`config.mk`:
```
export PLATFORM = sky130hd
export DESIGN_NAME = seq_perf_cnt
export DESIGN_NICKNAME = d
export VERILOG_FILES = /design/src/rtl/stage_sequencer_pkg.sv /design/src/rtl/stage_sequencer_perf_cnt.sv
export SDC_FILE = /design/constraint.sdc
export NUM_CORES = 1
export LEC_CHECK = 0
export CORE_UTILIZATION = 50
export DETAILED_ROUTE_END_ITERATION = 7
export GPL_ROUTABILITY_DRIVEN = 1
export GPL_TIMING_DRIVEN = 0
export PLACE_DENSITY = 0.81
export SLEW_MARGIN = 20
export SYNTH_ARGS = -nofsm -noshare
export SYNTH_HDL_FRONTEND = slang
export SYNTH_SLANG_ARGS = --single-unit
```
`constraint.sdc`:
```
create_clock -name i_clk -period 5.4 [get_ports i_clk]
set_input_delay 1.08 -clock i_clk [delete_from_list [all_inputs] [get_ports i_clk]]
set_output_delay 1.08 -clock i_clk [all_outputs]
set_load 0.005 [all_outputs]
```
`src/rtl/stage_sequencer_pkg.sv`:
```
// Shared definitions for the MUSA stage sequencer: state encodings,
// stage width and the default performance-counter width.
package musa_seq_pkg;

  localparam int STAGE_W   = 3;
  localparam int CNT_W_DEF = 32;

  typedef enum logic [STAGE_W-1:0] {
    S_FETCH     = 3'd0,
    S_DECODE    = 3'd1,
    S_EXECUTE   = 3'd2,
    S_MEMORY    = 3'd3,
    S_WRITEBACK = 3'd4,
    S_HALTED    = 3'd5
  } stage_e;

endpackage

```
`src/rtl/stage_sequencer_perf_cnt.sv`:
```
// Cycle and retired-instruction counters for the stage sequencer; both wrap
// modulo 2^CNT_W and are frozen while the core sits in HALTED.
module seq_perf_cnt
  import musa_seq_pkg::*;
#(
  parameter int CNT_W = CNT_W_DEF
) (
  input  logic               i_clk,
  input  logic               i_rst_n,
  input  logic [STAGE_W-1:0] i_stage,
  input  logic               i_halted,
  input  logic               i_pc_write,
  output logic [CNT_W-1:0]   o_cycle_cnt,
  output logic [CNT_W-1:0]   o_instret_cnt
);

  logic             w_in_halt;
  logic [CNT_W-1:0] r_cycle_cnt;
  logic [CNT_W-1:0] r_instret_cnt;

  // The pc_write that leaves HALTED is a resume, not a retirement.
  assign w_in_halt = i_halted | (i_stage == S_HALTED);

  always_ff @(posedge i_clk or negedge i_rst_n) begin
    if (!i_rst_n) begin
      r_cycle_cnt   <= '0;
      r_instret_cnt <= '0;
    end else begin
      if (!w_in_halt) begin
        r_cycle_cnt <= r_cycle_cnt + CNT_W'(1);
      end
      if (i_pc_write && !w_in_halt) begin
        r_instret_cnt <= r_instret_cnt + CNT_W'(1);
      end
    end
  end

  assign o_cycle_cnt   = r_cycle_cnt;
  assign o_instret_cnt = r_instret_cnt;

endmodule

```
* After elaboration in Yosys (flattened, before gate mapping)
Cells that the tools add are included.
** Operators by class
- Bitwise logic cells :: 1
- Reductions and logical operators :: 2
- $add $sub $neg :: 2
- Equality and inequality tests :: 1
** Operators with widths (count)
- 32-bit by 1-bit adder with 32-bit output, second input constant :: 2
- 3-bit equality test, second input constant :: 1
- 1-bit logical AND :: 1
- 1-bit logical NOT :: 1
- 1-bit OR :: 1
** Word-level totals
- Word-level logic and storage cells :: 8
- Input port bits :: 7
- Output and inout bits :: 64
- Flip-flop bits (word level) :: 64

* Depth between registers and ports, before layout
- Word-level depth :: 4
- Mapped depth :: 7
- Depth with buffers taken out :: 6

* Worst setup path before layout
OpenSTA, ideal clock, no wires.
- Path kind :: input -> register
- From :: in i_stage[2]
- To :: reg r_cycle_cnt[18], in the netlist o_cycle_cnt[18]
- Stages :: 5
- Arrival time :: 2.356 ns
- Path buffers :: 0
- Library setup time :: 0.124 ns
- Slack :: 2.921 ns
- Required time :: 5.276 ns
- Cells stage by stage :: and3b_1 or3_1 nor4_2 nand4_1 xnor2_1
** On the way
- Cells in the longest elaborated chain, start to end :: 2
** Ends and longest elaborated chain
- start, declared :: RTL line stage_sequencer_perf_cnt.sv:10 : input logic [STAGE_W-1:0] i_stage,
- 3-bit equality test :: RTL line stage_sequencer_perf_cnt.sv:22 : assign w_in_halt = i_halted | (i_stage == S_HALTED);
- 1-bit OR :: RTL line stage_sequencer_perf_cnt.sv:22
- end signal, assigned :: RTL line stage_sequencer_perf_cnt.sv:30 : r_cycle_cnt <= r_cycle_cnt + CNT_W'(1);
- end, declared :: RTL line stage_sequencer_perf_cnt.sv:18 : logic [CNT_W-1:0] r_cycle_cnt;
Every way passes these cells.
A chain may end at the register's enable or synchronous reset.

* Worst setup path after layout
- From :: in i_stage[1]
- To :: reg r_instret_cnt[28], in the netlist o_instret_cnt[28]
** On the way
- Cells in the longest elaborated chain, start to end :: 4
** Ends and longest elaborated chain
- 3-bit equality test :: RTL line stage_sequencer_perf_cnt.sv:22
- 1-bit OR :: RTL line stage_sequencer_perf_cnt.sv:22
- 1-bit logical NOT :: RTL line stage_sequencer_perf_cnt.sv:32 : if (i_pc_write && !w_in_halt) begin
- 1-bit logical AND :: RTL line stage_sequencer_perf_cnt.sv:32
- end signal, assigned :: RTL line stage_sequencer_perf_cnt.sv:33 : r_instret_cnt <= r_instret_cnt + CNT_W'(1);
- end, declared :: RTL line stage_sequencer_perf_cnt.sv:19 : logic [CNT_W-1:0] r_instret_cnt;
Every way passes these cells.

==> run summary <==
Initial core utilization: 51.8%
First-pass GRT wire length: 9.59 mm
Initial antenna violation count: 0
Worst Hold Class: reg -> reg
Final setup vio count: 0
Top sig layer: met4
# hold bufs at CTS: 0
Ant. Diodes: 0
Root Buffer: clkbuf_8
Synth warn: 0
Post-synth EDFFs: 0
CTS Buffer Depth: 2
Critical Path RT: 5620 ps
MaxCap Viol Count: 0
Period minus WS final: 3070 ps
Met2 wire length: 2.87 mm
DRT iter0 DRCs: 80
Critical path type: in -> reg
VDD IR-drop max: 0.000247 V
Die height: 77.3 µm
Vias/cell: 5.32
Most frequent cells in the layout: 69 x clkdlybuf4s50_1, 64 x dfrtp_1, 52 x xnor2_1
Final nets: 333
Largest net degree at the start of global routing: 50
Status: completed
Post-Syn Nets: 251
Number of global-route vias before repair: 1,992
PostCTS Resize Cnt: 0
Tot Pwr: 1.23 mW
TritonCTS clock tree: done
Pwr per Cell Area: 318 nW/µm²
Ys flop type: dfrtp_1
Final Skew: 10.9 ps
Core area: 5470 µm²
Die area: 5970 µm²
R2r setup slk: 3000 ps
Post-CTS setup buffers: 0
WL met3: 289 µm
Tot GR Track Use: 20.7%
FFs w/ async S/R, synth: 100%
Io pins: 71
H-tree Lvls: 3
Initial DRT Pass Iterations: 4
Fmax: 326 MHz
Post-Synthesis Cell Area: 2830 µm²
Setup crit end kind: flop
Routability cong.: 0.729
Fillcell total: 421
Syn_area_per_cell: 11.7 µm²
DR DRC count: 0
Share of cells above drive strength 1: 6.69%
Arr. time, crit path: 3280 ps
Final hold viol count: 0
Cell count after synthesis: 242
Area Growth Syn to Fin: 36.4%
TritonCTS Buffers: 9
Yosys cell types: 24
Clock tree sinks: 64
Fin crit share: 56.8%
Startpoint types: input port
Post-synthesis sequential area ratio: 56.5%
Cell Rows: 27
Most common cell after layout, fill and taps aside: clkdlybuf4s50_1
Max-slew headroom: 55.9%
Die width: 77.3 µm
Post-synthesis register bit count: 64
DRT antenna net count: 0
Final Slew Violations: 0
RSZ-0062 raised after global routing: false
Grt total ovfl: 0
DRT met1 WL: 2.55 mm
Fin Setup TNS: 0 ps
Final wirelength: 5.81 mm
Crit Path Max Fanout: 7
Leakage: 1.61 nW
Clock-pin slew on the worst setup and hold paths: 70 ps
Worst skew pair latency: 340 ps
Via count: 2,135
Post-DP HPWL: 4.12 mm
Average routed wire per standard cell: 14.5 µm
Number of buffers added on ports: 70
Worst-margin pin slew: 655 ps
-- registers in the layout, summed over array words and instances (netlist names) --
name and cells:
o_cycle_cnt 32, o_instret_cnt 32
-- worst max-delay path: stages --
cell and delay (ps):
clkdlybuf4s50_1 460, and3b_1 210, nor4_1 600, and3_1 260
clkbuf_1 310, nand3_1 170, xnor2_1 180
-- synth_stat cells (2+ instances only) --
master | instances | area share [%]
and3_1 | 7 | 1.5
and4_1 | 5 | 1.5
clkbuf_1 | 3 | 0.40
dfrtp_1 | 64 | 57
ha_1 | 2 | 0.88
mux2_1 | 2 | 0.79
nand2_1 | 28 | 3.7
nand3_1 | 22 | 3.9
nand3b_1 | 2 | 0.53
nand4_1 | 16 | 3.5
nor2_1 | 10 | 1.3
nor3_1 | 5 | 0.88
nor4_1 | 3 | 0.66
nor4_2 | 2 | 0.88
nor4_4 | 2 | 1.5
xnor2_1 | 52 | 16
xor2_1 | 10 | 3.1
-- stage by stage --
step           utilization [%]  instances  instance area, µm²  setup WS (ps)  hold slack, ps
2_1_floorplan                -        242                2830           2920             468
3_3_place_gp              66.2        384                3620           1240             459
3_5_place_dp              66.7        385                3650           2090             462
4_1_cts                   70.6        401                3860           2410             475
5_1_grt                   70.6        401                3860           2260             481
6_report                  70.6        401                3860           2330             467
-- power by group --
part           switching (mW)  total (mW)  internal (mW)
clock network           0.178       0.450          0.273
logic                  0.0719       0.191          0.120
registers              0.0608       0.585          0.524
total                   0.310        1.23          0.916
-- layout make-up --
cell class	count	area (µm²)	area share (%)
Buffer	3	11.3	0.292
Clock buffer	13	149	3.85
Clock inverter	3	65.1	1.68
Inverter	1	3.75	0.0972
Multi-Input combinational cell	174	1220	31.5
Sequential cell	64	1600	41.5
Tap cell	72	90.1	2.33
Timing Repair Buffer	71	726	18.8
-- per-layer routing --
layer,track usage [%],up-vias
li1,-,1005
met1,26.3,1061
met2,33.5,61
met3,4.17,8
met4,10.2,0
met5,0,-
-- final timing paths --
check / from / to / cells after the start
worst max register to register: o_instret_cnt[0]$_DFFE_PN0P_ / o_instret_cnt[28]$_DFFE_PN0P_ / 7
worst min-delay path: o_cycle_cnt[31]$_DFFE_PN0N_ / o_cycle_cnt[31]$_DFFE_PN0N_ / 1
min in group asynchronous: i_rst_n / o_cycle_cnt[27]$_DFFE_PN0N_ / 1
worst min register to register: o_cycle_cnt[31]$_DFFE_PN0N_ / o_cycle_cnt[31]$_DFFE_PN0N_ / 1
worst max-delay path: i_stage[1] / o_instret_cnt[28]$_DFFE_PN0P_ / 7
max in group asynchronous: i_rst_n / o_instret_cnt[7]$_DFFE_PN0P_ / 2
-- kinds of logic after synthesis --
kind of cell	synth area share (%)
xor gates and xnor gates	19.2
adders and majority gates	0.883
buffers and inverters	0.530
DFF	56.5
muxes	0.795
and+or+nand+nor	22.1
No activity file was read; power rests on OpenSTA's default activity.
